--- config.mk ---
export PLATFORM = sky130hd
export DESIGN_NAME = trigger_rate_histogrammer
export DESIGN_NICKNAME = d
export VERILOG_FILES = /design/src/rtl/trig_pkg.sv /design/src/rtl/hist_channel.sv /design/src/rtl/trigger_rate_histogrammer.sv
export SDC_FILE = /design/constraint.sdc
export NUM_CORES = 1
export LEC_CHECK = 0
export BUFFER_PORTS_ARGS = -buffer_cell sky130_fd_sc_hd__buf_2
export CELL_PAD_IN_SITES_DETAIL_PLACEMENT = 1
export CELL_PAD_IN_SITES_GLOBAL_PLACEMENT = 1
export CORE_ASPECT_RATIO = 1.2
export CORE_MARGIN = 4
export CORE_UTILIZATION = 23
export CTS_CLUSTER_SIZE = 20
export DETAILED_ROUTE_END_ITERATION = 8
export PLACE_DENSITY_LB_ADDON = 0.25
export SYNTH_ARGS = -nofsm -noshare
export SYNTH_HDL_FRONTEND = slang
export SYNTH_SLANG_ARGS = --single-unit
export TNS_END_PERCENT = 30
--- constraint.sdc ---
create_clock -name clk -period 2.9 [get_ports clk]
set_input_delay 0.58 -clock clk [delete_from_list [all_inputs] [get_ports clk]]
set_output_delay 0.58 -clock clk [all_outputs]
set_load 0.005 [all_outputs]
--- src/rtl/trig_pkg.sv ---
// Shared types and sizes for the trigger-rate histogrammer.
// Channel count and widths match the serial processor's histos[8].
package trig_pkg;

  localparam int NCH   = 8;
  localparam int CNT_W = 32;
  localparam int DT_W  = 8;

  typedef logic [CNT_W-1:0] cnt_t;

  typedef enum logic {
    IDLE,
    DEAD
  } ch_state_t;

  localparam cnt_t CNT_MAX = '1;

endpackage

--- src/rtl/hist_channel.sv ---
// One trigger line: 2-flop synchroniser, rising-edge detect,
// dead-time FSM and saturating event counter.
module hist_channel
  import trig_pkg::*;
#(
  parameter int CW = CNT_W,
  parameter int DW = DT_W
) (
  input  logic          clk,
  input  logic          rstn,
  input  logic          trig_in,
  input  logic [DW-1:0] deadticks,
  input  logic          clr,
  input  logic          count_en,
  output logic [CW-1:0] count,
  output logic          dead_busy,
  output logic          sat_flag
);

  localparam logic [CW-1:0] MAX = CNT_MAX[CW-1:0];

  logic          s1_q, s2_q, s3_q;
  logic          edge_det;
  ch_state_t     state_q, state_d;
  logic [DW-1:0] dtc_q, dtc_d;
  logic [CW-1:0] cnt_q, cnt_d;
  logic          sat_q, sat_d;

  assign edge_det = s2_q & ~s3_q;

  always_comb begin
    state_d = state_q;
    dtc_d   = dtc_q;
    cnt_d   = cnt_q;
    sat_d   = sat_q;
    // a clear always beats a same-cycle event
    if (clr) begin
      state_d = IDLE;
      dtc_d   = '0;
      cnt_d   = '0;
      sat_d   = 1'b0;
    end else begin
      unique case (state_q)
        IDLE: begin
          if (edge_det && count_en) begin
            if (cnt_q == MAX) sat_d = 1'b1;
            else              cnt_d = cnt_q + CW'(1);
            if (deadticks != '0) begin
              state_d = DEAD;
              dtc_d   = deadticks;
            end
          end
        end
        DEAD: begin
          dtc_d = dtc_q - DW'(1);
          if (dtc_q == DW'(1)) state_d = IDLE;
        end
      endcase
    end
  end

  always_ff @(posedge clk or negedge rstn) begin
    if (!rstn) begin
      s1_q    <= 1'b0;
      s2_q    <= 1'b0;
      s3_q    <= 1'b0;
      state_q <= IDLE;
      dtc_q   <= '0;
      cnt_q   <= '0;
      sat_q   <= 1'b0;
    end else begin
      s1_q    <= trig_in;
      s2_q    <= s1_q;
      s3_q    <= s2_q;
      state_q <= state_d;
      dtc_q   <= dtc_d;
      cnt_q   <= cnt_d;
      sat_q   <= sat_d;
    end
  end

  assign count     = cnt_q;
  assign dead_busy = (state_q == DEAD);
  assign sat_flag  = sat_q;

endmodule

--- src/rtl/trigger_rate_histogrammer.sv ---
// Per-channel trigger-rate histograms for the serial processor.
// Holds only the resethist edge detector and the channel array.
module trigger_rate_histogrammer #(
  parameter int NCH   = trig_pkg::NCH,
  parameter int CNT_W = trig_pkg::CNT_W,
  parameter int DT_W  = trig_pkg::DT_W
) (
  input  logic             clk,
  input  logic             rstn,
  input  logic [NCH-1:0]   trig_in,
  input  logic [DT_W-1:0]  deadticks,
  input  logic             resethist,
  input  logic             count_en,
  output logic [CNT_W-1:0] histos [NCH],
  output logic [NCH-1:0]   dead_busy,
  output logic [NCH-1:0]   sat_flag
);

  logic rh_q, rh_d;
  logic clr;

  always_comb rh_d = resethist;

  always_ff @(posedge clk or negedge rstn) begin
    if (!rstn) rh_q <= 1'b0;
    else       rh_q <= rh_d;
  end

  // a held-high resethist clears only once
  assign clr = resethist & ~rh_q;

  for (genvar g = 0; g < NCH; g++) begin : g_ch
    hist_channel #(
      .CW(CNT_W),
      .DW(DT_W)
    ) u_ch (
      .clk      (clk),
      .rstn     (rstn),
      .trig_in  (trig_in[g]),
      .deadticks(deadticks),
      .clr      (clr),
      .count_en (count_en),
      .count    (histos[g]),
      .dead_busy(dead_busy[g]),
      .sat_flag (sat_flag[g])
    );
  end

endmodule

======== Word level (Yosys, flattened, before mapping) ========
Cells that the tools add are included.
operators by class
  $add $sub $neg .......................... 16
  reduce and logical (&&, ||, !) cells .... 49
  muxes and demuxes ....................... 122
  equality and inequality tests ........... 48
  bitwise gates (word level) .............. 26
operators with widths
  operator                                                            number
  32-bit two-way mux                                                  32
  32-bit by 1-bit adder with 32-bit output, second input constant     8
  32-bit == test, second input constant                               8
  8-bit two-way mux                                                   17
  8-bit case mux with 2 select lines                                  8
  8-bit by 1-bit == test with 1-bit output, second input constant     8
  8-bit by 1-bit subtractor with 8-bit output, second input constant  8
  1-bit two-way mux                                                   57
  3-bit AND reduction                                                 16
  2-bit != test, second input constant                                16
  2-bit nonzero test                                                  16
  3-bit by 2-bit != test with 1-bit output, second input constant     10
  3-bit != test, second input constant                                6
  1-bit NOT                                                           17
  1-bit case mux with 2 select lines                                  8
  2-bit AND reduction                                                 8
  1-bit bitwise AND                                                   9
  1-bit logical AND                                                   8
  8-bit nonzero test                                                  1
word-level totals
  word-level logic and storage cells ...... 318
  input port bits ......................... 20
  output and inout port bits .............. 272
  flip-flop bits (word level) ............. 361

======== Longest topological paths before layout ========
Gate-level depths: netlist of run 1.
  word-level depth ........................ 6
  mapped depth ............................ 9
  mapped depth without buffers ............ 7

======== Cells and area by module ========
From an unflattened synthesis of run 1, not the netlist that was laid out.
unflattened totals
  cells, all modules ...................... 2233
  area total of the unflattened synthesis .. 21156.5 sq um
by module, submodules not included
  module                           times used  area an instance (sq um)  cells an instance
  hist_channel (g_ch[0].u_ch ...)  6           2682.6                    280
  hist_channel (g_ch[3].u_ch)      1           2556.2                    283
  hist_channel (g_ch[7].u_ch)      1           2466.1                    268
  trigger_rate_histogrammer        1           38.8                      2

======== Worst setup path before layout of run 1 ========
No wires, ideal clock.
  path type ............................... input to register
  start point ............................. input deadticks[2]
  end point ............................... register g_ch[6].u_ch.dtc_q[2]
  setup time .............................. 0.132 ns
  stages .................................. 8
  path buffers ............................ 3
  data arrival time ....................... 2.401 ns
  slack ................................... 0.368 ns
  path through ............................ clkbuf_1 > or4_1 > clkbuf_1 > o2111a_1 > clkbuf_1 > nor2b_1 > a221oi_1 > nor2_1
between the ends
  word-level cells in the longest chain between the ends .. 4
ends and longest elaborated chain
  element                             line                             source
  start, declared                     trigger_rate_histogrammer.sv:11  input logic [DT_W-1:0] deadticks,
  8-bit two-way mux                   hist_channel.sv:48               if (deadticks != '0) begin
  8-bit two-way mux                   hist_channel.sv:45               if (edge_det && count_en) begin
  8-bit case mux with 2 select lines  hist_channel.sv:43               unique case (state_q)
  8-bit two-way mux                   hist_channel.sv:37               if (clr) begin
  end signal, assigned                hist_channel.sv:76               dtc_q <= dtc_d;
  end, declared                       hist_channel.sv:25               logic [DW-1:0] dtc_q, dtc_d;
Several ways; a longest one is shown, not always the timed one. The select of a mux whose other input is x is not followed.
A chain may end at the register's enable or synchronous reset.

======== Worst setup path in the final report of run 1 ========
  start point ............................. register g_ch[2].u_ch.cnt_q[19]
  end point ............................... register g_ch[2].u_ch.cnt_q[25]
between the ends
  word-level cells in the longest chain between the ends .. 5
ends and longest elaborated chain
  element                                   line                source
  start, declared                           hist_channel.sv:26  logic [CW-1:0] cnt_q, cnt_d;
  start signal, assigned                    hist_channel.sv:77  cnt_q <= cnt_d;
  32-bit by 1-bit adder with 32-bit output  hist_channel.sv:47  else cnt_d = cnt_q + CW'(1);
  32-bit two-way mux                        hist_channel.sv:46  if (cnt_q == MAX) sat_d = 1'b1;
  32-bit two-way mux                        hist_channel.sv:45
  32-bit two-way mux                        hist_channel.sv:43
  32-bit two-way mux                        hist_channel.sv:37
Several ways; a longest one is shown, not always the timed one. The select of a mux whose other input is x is not followed.

==> flow_summary.yaml, run 1 <==
setup_path:
  cp.required_ps: 3420
  critPathCaptureType: "flip-flop"
  worstSetupStartpointType: "flip-flop"
  crit_arrival_ps: 3090
  path_class: "flip-flop to flip-flop"
  worst-path-max-fanout: 8
min_path:
  holdCritPathClass: "input pin to flip-flop"
synth:
  dominant_register_cell_in_the_synthesized_netlist: "sky130_fd_sc_hd__dfrtp_1"
  synth-edff-count: 0
  yosys-top-cells-area: "sky130_fd_sc_hd__dfrtp_1 (45%), sky130_fd_sc_hd__a21oi_1 (4.0%), sky130_fd_sc_hd__nand2_1 (3.7%)"
  synth_compound_area_share_pct: 16.3
  synth.yosys.seq_area_share_pct: 45.1
  post_synth_fa_ha_maj_area_fraction_pct: 1.50
  yosysTopAreaCellShare_pct: 45.1
  synth_top_area_cell: "sky130_fd_sc_hd__dfrtp_1"
  yosys_warning_total: 0
  synth-simple-area-share_pct: 25.7
  mappedNetlistNets: 2250
  yosys.area_share.xor_xnor_pct: 4.07
  synth_async_sr_flop_share_pct: 100
  number_of_distinct_library_cells_after_synthesis: 75
  syn-instance-count: 2206
  post_synth.cell_area_avg_um2: 9.07
  synth.cell_area_mm2: 0.0200
  postSynthRegisterBits: 361
  synth.mux.area_fraction_pct: 3.27
  synth_top_family_by_area: "simple AND/OR/NAND/NOR gates"
clocking:
  cts.reportedPaths.clkPinSlew_ps: 60
  cts_post_setup_buffers_inserted: 0
  cts_buffers: 48
  clk_latency_ps: 600
  clk_root_buffer_cell: "sky130_fd_sc_hd__clkbuf_16"
  cts-htree-levels: 2
  clock_path_buffers: 3
  cts_tree: "yes"
  post_cts_resize_count: 0
  tritoncts_num_sinks: 361
sta:
  rsz0062_at_grt: "no"
  fin_crit_sh_pct: 88.7
  max_freq_mhz: 389
  drv_slew: 0
  timing.max_slew.rel_slack_pct: 22.2
  report.final.hold_viol_count: 0
  clock-skew-final_ps: 19.0
  final_critical_path_setup_slack_ps: 328
  setup_viol_count_final: 0
  finalCriticalPeriod_ps: 2570
  setup_total_negative_slack_ps: 0
  worst_pin_slew_ps: 1160
route:
  count_of_vias_placed_by_the_detailed_router: 18800
  antenna_violating_nets_post_route: 0
  route.detailed.vias_per_inst: 5.09
  drt_wl_total_um: 75000
  drt-pass1-iter-count: 4
  post_drt_wl_per_cell_um: 20.3
  drt_iter0_drc: 793
  dr_drc_count: 0
run_status:
  run_status: "finished clean"
die:
  ios: 292
  fp.dieH_um: 331
  die-area_mm2: 0.0918
  placeableCoreArea_mm2: 0.0864
  floorplan.initialDensity_pct: 23.2
  floorplan.die.width_um: 277
  core.rowCount: 118
global_route:
  maximum_number_of_pins_on_one_net_before_global_route_repair: 83
  vias_in_the_first_global_route: 19900
  grt_first_pass_wirelength_um: 118000
  antenna_found_initial: 2
  overflow_after_grt: 0
  grt_usage_pct: 15.9
finish:
  synthToLayoutAreaGrowth_pct: 24.1
  area_taken_by_multi_input_logic_gates_mm2: 0.0102
  layout.nets: 2561
  sequential_cell_area_mm2: 0.00903
  num-fill-cells: 10000
  finish.cell_count_without_fillers: 3695
  final_layout_size_suffix_gt1_share_pct: 21.0
  finish.instance_area_mm2: 0.0248
  final_util_pct: 28.7
flow_run:
  maxCapViolCount: 0
placed_design:
  pre_cts_ws_ps: 21.8
  place_hpwl_um: 53500
  place.detailed.instances: 3606
  place.gp.congestion: 0.784
  portBuffers: 291
  dpl_cell_area_mm2: 0.0233
pwr:
  peakVddDrop_uv: 491
  power-per-cell-area_mw_per_mm2: 555
  power.leakage_uw: 0.0106
state kept, by name (all words and copies together), names as in the netlist:
register             cells
g_ch.u_ch.s2_q           8
rh_q                     1
g_ch.u_ch.s3_q           8
g_ch.u_ch.s1_q           8
g_ch.u_ch.dead_busy      8
g_ch.u_ch.count        256
g_ch.u_ch.sat_flag       8
g_ch.u_ch.dtc_q         64
synthesized netlist by cell type (27+ instances only):
library cell / number
sky130_fd_sc_hd__and3_1: 34
sky130_fd_sc_hd__nor3_1: 52
sky130_fd_sc_hd__mux2i_1: 35
sky130_fd_sc_hd__nand4_1: 72
sky130_fd_sc_hd__a211oi_1: 46
sky130_fd_sc_hd__o211ai_1: 28
sky130_fd_sc_hd__nand3_1: 89
sky130_fd_sc_hd__dfrtp_1: 361
sky130_fd_sc_hd__xnor2_1: 66
sky130_fd_sc_hd__o31ai_1: 47
sky130_fd_sc_hd__or3_1: 98
sky130_fd_sc_hd__xor2_1: 27
sky130_fd_sc_hd__and4_1: 29
sky130_fd_sc_hd__o21ai_0: 113
sky130_fd_sc_hd__or4_1: 61
sky130_fd_sc_hd__nand2_1: 198
sky130_fd_sc_hd__clkbuf_1: 109
sky130_fd_sc_hd__a21oi_1: 159
sky130_fd_sc_hd__nor2_1: 181
sky130_fd_sc_hd__inv_1: 57
sky130_fd_sc_hd__nor4_1: 44
power by group:
| group | switching (uW) | leakage, uW | total, uW | internal [uW] |
|---|---|---|---|---|
| clock | 2440 | 0.000746 | 5950 | 3510 |
| combinational | 1160 | 0.00498 | 2030 | 876 |
| sequential | 408 | 0.00489 | 5790 | 5380 |
kinds of logic (layout without fill, tap and decap cells):
logic type,count (synthesis),in the layout
multiplexers,62,62
XOR/XNOR,93,93
flip-flops,361,361
AO/OA/AOI/OAI,512,512
AND/OR/NAND/NOR,959,959
other,0,3
buffers and inverters,195,541
adder cells (fa/ha/maj),24,24
placed cells by master, fill, tap and decap left out, types with 6 or more instances in the layout:
cell	count
sky130_fd_sc_hd__o31ai_1	47
sky130_fd_sc_hd__mux2_2	26
sky130_fd_sc_hd__nand2_1	198
sky130_fd_sc_hd__xor2_1	27
sky130_fd_sc_hd__and3_1	34
sky130_fd_sc_hd__a31o_2	12
sky130_fd_sc_hd__a41o_1	7
sky130_fd_sc_hd__buf_4	97
sky130_fd_sc_hd__and4_1	29
sky130_fd_sc_hd__nand4_1	72
sky130_fd_sc_hd__clkbuf_8	9
sky130_fd_sc_hd__a31oi_1	26
sky130_fd_sc_hd__dfrtp_1	361
sky130_fd_sc_hd__clkbuf_16	49
sky130_fd_sc_hd__clkbuf_1	17
sky130_fd_sc_hd__o21ai_0	113
sky130_fd_sc_hd__a21oi_1	159
sky130_fd_sc_hd__nor3_1	52
sky130_fd_sc_hd__o21a_1	8
sky130_fd_sc_hd__ha_1	24
sky130_fd_sc_hd__buf_2	290
sky130_fd_sc_hd__inv_1	57
sky130_fd_sc_hd__xnor2_1	66
sky130_fd_sc_hd__or4_1	61
sky130_fd_sc_hd__nand3_1	89
sky130_fd_sc_hd__nor2_1	181
sky130_fd_sc_hd__nand2b_1	22
sky130_fd_sc_hd__nand4bb_1	7
sky130_fd_sc_hd__or3_1	98
sky130_fd_sc_hd__mux2i_1	35
sky130_fd_sc_hd__o211ai_1	28
sky130_fd_sc_hd__or2_2	12
sky130_fd_sc_hd__buf_12	10
sky130_fd_sc_hd__o21ai_1	6
sky130_fd_sc_hd__a211oi_1	46
sky130_fd_sc_hd__nor2b_1	15
sky130_fd_sc_hd__and2_1	13
sky130_fd_sc_hd__a311oi_1	9
sky130_fd_sc_hd__nor4_1	42
metal layers:
layer | track usage (%) | up-vias | part of all wire, %
met5 | 0 | - | 0
met4 | 4.81 | 0 | 3.0
met3 | 5.09 | 105 | 6.7
met2 | 26.2 | 318 | 47
met1 | 20.0 | 9576 | 44
li1 | - | 8798 | -
timing repair:
| item | CTS | global route |
|---|---|---|
| setup endpoints to repair | 0 | 0 |
| endpoints found under the hold margin | 41 | 0 |
| hold buffers | 1 | 0 |
critical path, cell delays in order (launching register included):
cell and delay, ps:
sky130_fd_sc_hd__dfrtp_1 420, sky130_fd_sc_hd__nand4_1 230, sky130_fd_sc_hd__or3_1 490, sky130_fd_sc_hd__o311ai_1 850, sky130_fd_sc_hd__buf_4 280, sky130_fd_sc_hd__o21ai_0 90
sky130_fd_sc_hd__a21oi_1 130
final cells by class:
cell class / instances / area share, %
multi-input combinational: 1650 / 41.1
sequential: 361 / 36.4
timing repair buffer: 399 / 9.69
tap: 1140 / 5.75
clock buffer: 75 / 5.70
inverter: 57 / 0.862
clock inverter: 10 / 0.459
antenna: 3 / 0.0302
path summary, 6_finish.rpt:
kind | startpoint | end | slack, ps | cells after the start
max | g_ch[2].u_ch.count[19] | g_ch[2].u_ch.count[25] | 330 | 6
max reg2reg | g_ch[2].u_ch.count[19] | g_ch[2].u_ch.count[25] | 330 | 6
min reg2reg | g_ch[4].u_ch.s1_q | g_ch[4].u_ch.s2_q | 350 | 0
max in group asynchronous | rstn | g_ch[0].u_ch.count[10] | 1520 | 3
min | trig_in[5] | g_ch[5].u_ch.s1_q | 90 | 1
min in group asynchronous | rstn | g_ch[7].u_ch.count[1] | 540 | 2
stage by stage:
step                      hold slack [ps]  total power, uW
after floorplan                       284             7170
after global placement                337             7820
after detailed placement              336             7930
after CTS                            40.6            14100
after global routing                 44.5            14600
final                                92.8            13800
Note: power is estimated with default switching activity, not from simulation.
==> run 2: changes to the inputs <==
Settings changed: ABC_AREA from default to 1.
==> run 2 against run 1 <==
Sequential share of layout area down 4.5 points; routed wire length up 20%; largest cell class unchanged; worst setup slack better by 270 ps; combinational power up 30%; critical path depth up 4; non-clock buffer count down 61.
==> flow_summary.yaml, run 2 <==
sta:
  max_freq_mhz: 435
  setup_viol_count_final: 0
  finalCriticalPeriod_ps: 2300
  clock-skew-final_ps: 27.9
  timing.max_slew.rel_slack_pct: 59.0
  worst_pin_slew_ps: 614
  drv_slew: 0
  rsz0062_at_grt: "no"
  fin_crit_sh_pct: 79.3
  report.final.hold_viol_count: 0
  setup_total_negative_slack_ps: 0
global_route:
  grt_first_pass_wirelength_um: 142000
  maximum_number_of_pins_on_one_net_before_global_route_repair: 87
  antenna_found_initial: 3
  grt_usage_pct: 16.4
  vias_in_the_first_global_route: 24200
  overflow_after_grt: 0
synth:
  dominant_register_cell_in_the_synthesized_netlist: "sky130_fd_sc_hd__dfrtp_1"
  synth_top_area_cell: "sky130_fd_sc_hd__dfrtp_1"
  yosys_warning_total: 0
  yosysTopAreaCellShare_pct: 38.1
  synth.cell_area_mm2: 0.0237
  syn-instance-count: 3522
  synth-edff-count: 0
  synth_most_common_cell: "sky130_fd_sc_hd__nand2_1"
  synth_common_cells: "sky130_fd_sc_hd__nand2_1 (1247), sky130_fd_sc_hd__nor2_1 (502), sky130_fd_sc_hd__nand3_1 (375)"
  postSynthRegisterBits: 361
  synth_async_sr_flop_share_pct: 100
  mappedNetlistNets: 3566
  yosys-top-cells-area: "sky130_fd_sc_hd__dfrtp_1 (38%), sky130_fd_sc_hd__nand2_1 (20%), sky130_fd_sc_hd__nor2_1 (7.9%)"
  synth.yosys.seq_area_share_pct: 38.1
  number_of_distinct_library_cells_after_synthesis: 45
  post_synth.cell_area_avg_um2: 6.74
route:
  drt_iter0_drc: 1014
  dr_drc_count: 0
  route.detailed.vias_per_inst: 4.50
  drt-pass1-iter-count: 5
  drt_wl_total_um: 90100
  post_drt_wl_per_cell_um: 17.3
  count_of_vias_placed_by_the_detailed_router: 23500
  antenna_violating_nets_post_route: 0
finish:
  diodes: 0
  layout_common_cells: "sky130_fd_sc_hd__nand2_1 (1246), sky130_fd_sc_hd__nor2_1 (502), sky130_fd_sc_hd__nand3_1 (375)"
  finish.instance_area_mm2: 0.0283
  num-fill-cells: 12800
  layout.nets: 3852
  synthToLayoutAreaGrowth_pct: 19.4
  largest_register_ffs: 256
  most_common_cell_after_layout_fill_and_taps_aside: "sky130_fd_sc_hd__nand2_1"
  final_layout_size_suffix_gt1_share_pct: 13.8
clocking:
  cts_buffers: 50
  cts_tree: "yes"
  clk_root_buffer_cell: "sky130_fd_sc_hd__clkbuf_16"
  holdBufCountCts: 1
  cts_post_setup_buffers_inserted: 0
  clk_latency_ps: 620
  post_cts_resize_count: 0
  clock_path_buffers: 3
  tritoncts_num_sinks: 361
  cts-htree-levels: 2
  cts.reportedPaths.clkPinSlew_ps: 60
die:
  core.rowCount: 128
  fp.dieH_um: 360
  floorplan.die.width_um: 301
  floorplan.initialDensity_pct: 23.3
  ios: 292
  placeableCoreArea_mm2: 0.102
  die-area_mm2: 0.108
setup_path:
  cp.buffers_inverters: 2
  slowest_stage: "sky130_fd_sc_hd__dfrtp_1"
  path_class: "flip-flop to flip-flop"
  worstSetupStartpointType: "flip-flop"
  worst_r2r_path_depth: 10
  worst-path-stages: 10
  cp.required_ps: 3390
  critPathCaptureType: "flip-flop"
  max_stage_delay_ps: 520
  crit_arrival_ps: 2790
  worst-path-max-fanout: 15
  crit_chain: "ha_1 > inv_2 > nor2_4 > nand2_4 > nor2_4 > nand3_1 > nand2_1 > inv_1 > nand3b_1 > nand2_1"
  path_delay_family: "simple AND/OR/NAND/NOR gates"
run_status:
  run_status: "finished clean"
min_path:
  number_of_cells_traversed_by_the_worst_hold_path: 1
  holdCritPathClass: "input pin to flip-flop"
pwr:
  peakVddDrop_uv: 386
  power.leakage_uw: 0.0130
  power-per-cell-area_mw_per_mm2: 519
flow_run:
  maxCapViolCount: 0
placed_design:
  portBuffers: 291
  place.gp.congestion: 0.812
  dpl_cell_area_mm2: 0.0267
  place_hpwl_um: 67200
run 2: changes by cell type after synthesis, sizes merged, moves of 97 or more:
| cell | previous run | this run |
|---|---|---|
| nand3 | 89 | 387 |
| clkbuf | 109 | 9 |
| a21oi | 159 | 22 |
| o21ai | 119 | 236 |
| nand2 | 198 | 1267 |
| or3 | 98 | 1 |
| inv | 57 | 325 |
| nor2 | 181 | 525 |
run 2: final timing paths:
check	start	to	slack (ps)
min	trig_in[5]	g_ch[5].u_ch.s1_q	70
max in group asynchronous	rstn	g_ch[0].u_ch.count[17]	1630
min reg2reg	g_ch[2].u_ch.s1_q	g_ch[2].u_ch.s2_q	350
max	g_ch[2].u_ch.count[0]	g_ch[2].u_ch.count[7]	600
min in group asynchronous	rstn	g_ch[1].u_ch.count[5]	400
max reg2reg	g_ch[2].u_ch.count[0]	g_ch[2].u_ch.count[7]	600
run 2: power by group:
part / internal [uW] / total (uW) / switching [uW]
clock: 3650 / 6230 / 2580
combinational: 865 / 2640 / 1770
sequential: 5440 / 5830 / 392
run 2: final cells by class:
cell class | instances | area (um^2) | area share, %
Clock buffer | 68 | 1410 | 4.97
Tap cell | 1365 | 1710 | 6.03
Multi-Input combinational cell | 2729 | 12700 | 45.0
Inverter | 328 | 1230 | 4.35
Sequential cell | 361 | 9030 | 31.9
Timing Repair Buffer | 338 | 2020 | 7.14
Clock inverter | 18 | 191 | 0.676
run 2: metrics by stage:
stage,cells,hold WS (ps),worst slack (ps),total power [uW],utilization [%]
final,5207,72.7,599,14700,27.8
after floorplan,3522,284,1060,7710,-
after global routing,5207,28.8,420,15600,27.8
after global placement,5120,335,428,8570,26.2
after detailed placement,5120,337,427,8610,26.2
after CTS,5207,1.67,584,15100,27.8
run 2: kinds of logic after synthesis:
logic type                 after synthesis  share of synthesized area (%)
DFF                                    361                           38.1
xor gates and xnor gates               127                           4.69
and+or+nand+nor                       2275                           40.5
buffers and inverters                  432                           8.26
adders and majority gates               24                           1.27
AOI/OAI and AO/OA                      303                           7.19
run 2: routing by layer:
layer / global-route usage [%] / share of wire (%)
met3: 2.71 / 3.7
met1: 20.9 / 45
met4: 4.58 / 2.8
met5: 0 / 0
met2: 28.7 / 49
==> run 3: changes to the inputs <==
Clock period 2.9 ns to 2.05 ns, I/O delays scaled along.
==> run 3 against run 2 <==
Design area increased by 7.4%; cell count increased by 4.4%; clock power grew 57%; total power grew 50%; clock skew rose by 2.8 ps; maximum frequency increased by 23%; via count up 3.4%; non-clock buffer count is 219 higher; worst setup slack lost 420 ps; critical endpoint is now g_ch[4].u_ch.count[31]; largest cell class unchanged; largest power group unchanged; highest routed layer unchanged.
==> flow_summary.yaml, run 3 (synthesis results as in run 2) <==
pwr:
  peakVddDrop_uv: 604
  power-per-cell-area_mw_per_mm2: 726
  sw_frac_of_total_pct: 30.8
  power.leakage_uw: 0.0143
  pwr-share-comb_pct: 18.7
  seqPwrFrac_pct: 37.1
  clock_power_share_pct: 44.2
  cell_internal_power_uw: 15300
  power.switching_uw: 6800
sta:
  setup_total_negative_slack_ps: 0
  drv_slew: 0
  worst_pin_slew_ps: 530
  clock-skew-final_ps: 30.7
  rsz0062_at_grt: "no"
  timing.max_slew.rel_slack_pct: 64.7
  setup_viol_count_final: 0
  minimum_hold_slack_ps: 215
  fin_crit_sh_pct: 91.1
  finalCriticalPeriod_ps: 1870
  max_freq_mhz: 536
  report.final.hold_viol_count: 0
min_path:
  holdCritPathClass: "input pin to flip-flop"
setup_path:
  critPathCaptureType: "flip-flop"
  worstSetupStartpointType: "flip-flop"
  cp.required_ps: 2570
  crit_arrival_ps: 2390
  path_class: "flip-flop to flip-flop"
  worst-path-max-fanout: 8
clocking:
  clk_root_buffer_cell: "sky130_fd_sc_hd__clkbuf_16"
  clk_latency_ps: 600
  cts_buffers: 51
  cts.reportedPaths.clkPinSlew_ps: 60
  clock_path_buffers: 3
  cts_tree: "yes"
  cts-htree-levels: 2
  cts_post_setup_buffers_inserted: 0
  tritoncts_num_sinks: 361
route:
  drt_wl_total_um: 93600
  antenna_violating_nets_post_route: 0
  wl_met1_um: 41400
  drt-pass1-iter-count: 4
  route.top_layer_used: "met4"
  count_of_vias_placed_by_the_detailed_router: 24300
  dr_drc_count: 0
  route.detailed.vias_per_inst: 4.46
  detailroute.wirelength.met3_um: 3620
  drt_iter0_drc: 1066
  dr_wl_met2_um: 46500
  post_drt_wl_per_cell_um: 17.2
placed_design:
  portBuffers: 291
  place.gp.congestion: 0.847
  place_hpwl_um: 71900
finish:
  layout.nets: 4072
  sequential_cell_area_mm2: 0.00903
  layout_common_cells: "sky130_fd_sc_hd__nand2_1 (1245), sky130_fd_sc_hd__nor2_1 (502), sky130_fd_sc_hd__nand3_1 (375)"
  num-fill-cells: 12800
  area_taken_by_multi_input_logic_gates_mm2: 0.0127
  final_layout_size_suffix_gt1_share_pct: 18.5
  synthToLayoutAreaGrowth_pct: 28.2
  largest_register_ffs: 256
  most_common_cell_after_layout_fill_and_taps_aside: "sky130_fd_sc_hd__nand2_1"
die:
  floorplan.initialDensity_pct: 23.3
  core.rowCount: 128
  die-area_mm2: 0.108
  floorplan.die.width_um: 301
  placeableCoreArea_mm2: 0.102
  ios: 292
  fp.dieH_um: 360
global_route:
  grt_usage_pct: 17.1
  grt_first_pass_wirelength_um: 148000
  maximum_number_of_pins_on_one_net_before_global_route_repair: 62
  antenna_found_initial: 2
  overflow_after_grt: 0
  vias_in_the_first_global_route: 25400
flow_run:
  maxCapViolCount: 0
run_status:
  run_status: "finished clean"
==> run 3: area by class of cell <==
| class | instances | share of cell area [%] |
|---|---|---|
| clock buffers | 76 | 5.13 |
| clock inverters | 17 | 0.868 |
| diodes | 2 | 0.0164 |
| well taps | 1365 | 5.61 |
| multi-input cells | 2729 | 41.9 |
| flip-flops and latches | 361 | 29.7 |
| inverters | 328 | 4.05 |
| repair buffers | 557 | 12.7 |
==> run 3: power by group through the flow <==
stage / sequential, uW / combinational, uW / clock, uW
5_1_grt: 8270 / 4740 / 10500
2_1_floorplan: 8200 / 2710 / 0
4_1_cts: 8190 / 4210 / 10200
3_3_place_gp: 8300 / 4110 / 0
3_5_place_dp: 8300 / 4180 / 0
6_report: 8180 / 4140 / 9760
==> run 3: final timing paths <==
kind                                            start                     end  slack [ps]  cells past startpoint
min in group asynchronous                        rstn  g_ch[1].u_ch.count[11]         290                      2
worst max-delay path            g_ch[4].u_ch.count[0]  g_ch[4].u_ch.count[31]         180                      9
worst min-delay path                     deadticks[6]   g_ch[2].u_ch.dtc_q[6]         210                      3
max in group asynchronous                        rstn  g_ch[3].u_ch.count[22]         990                      4
worst max register to register  g_ch[4].u_ch.count[0]  g_ch[4].u_ch.count[31]         180                      9
worst min register to register      g_ch[3].u_ch.s1_q       g_ch[3].u_ch.s2_q         350                      0
==> run 3: layer usage <==
metal,vias to the layer above,GRT usage (%)
met4,0,4.11
li1,12200,-
met5,-,0
met3,99,2.96
met2,299,30.4
met1,11700,21.4
==> run 3: repair_timing <==
action,4_1_cts,5_1_grt
hold buffers,10,0
gates resized for setup,0,2
hold endpoints to repair,56,0
endpoints found under the setup margin,0,2
==> run 3: critical path: stages (launching register included) <==
cell                      delay, ps
sky130_fd_sc_hd__dfrtp_1        340
sky130_fd_sc_hd__buf_4          160
sky130_fd_sc_hd__inv_1           70
sky130_fd_sc_hd__nor2_1         300
sky130_fd_sc_hd__nand2_1        240
sky130_fd_sc_hd__nor2_1         310
sky130_fd_sc_hd__nand2_1         90
sky130_fd_sc_hd__nand2_1         60
sky130_fd_sc_hd__nand3_1         60
sky130_fd_sc_hd__o21ai_0        150
==> run 3: metrics by stage <==
| step | instance area, um^2 | setup WS [ps] | utilization, % | cells | power [uW] |
|---|---|---|---|---|---|
| after floorplan | 23700 | 210 | - | 3522 | 10900 |
| after global placement | 28500 | 52.2 | 27.9 | 5330 | 12400 |
| after detailed placement | 28500 | 33.4 | 27.9 | 5330 | 12500 |
| after CTS | 30400 | 131 | 29.8 | 5433 | 22600 |
| after global routing | 30400 | 15.7 | 29.8 | 5434 | 23500 |
| final | 30400 | 183 | 29.8 | 5435 | 22100 |
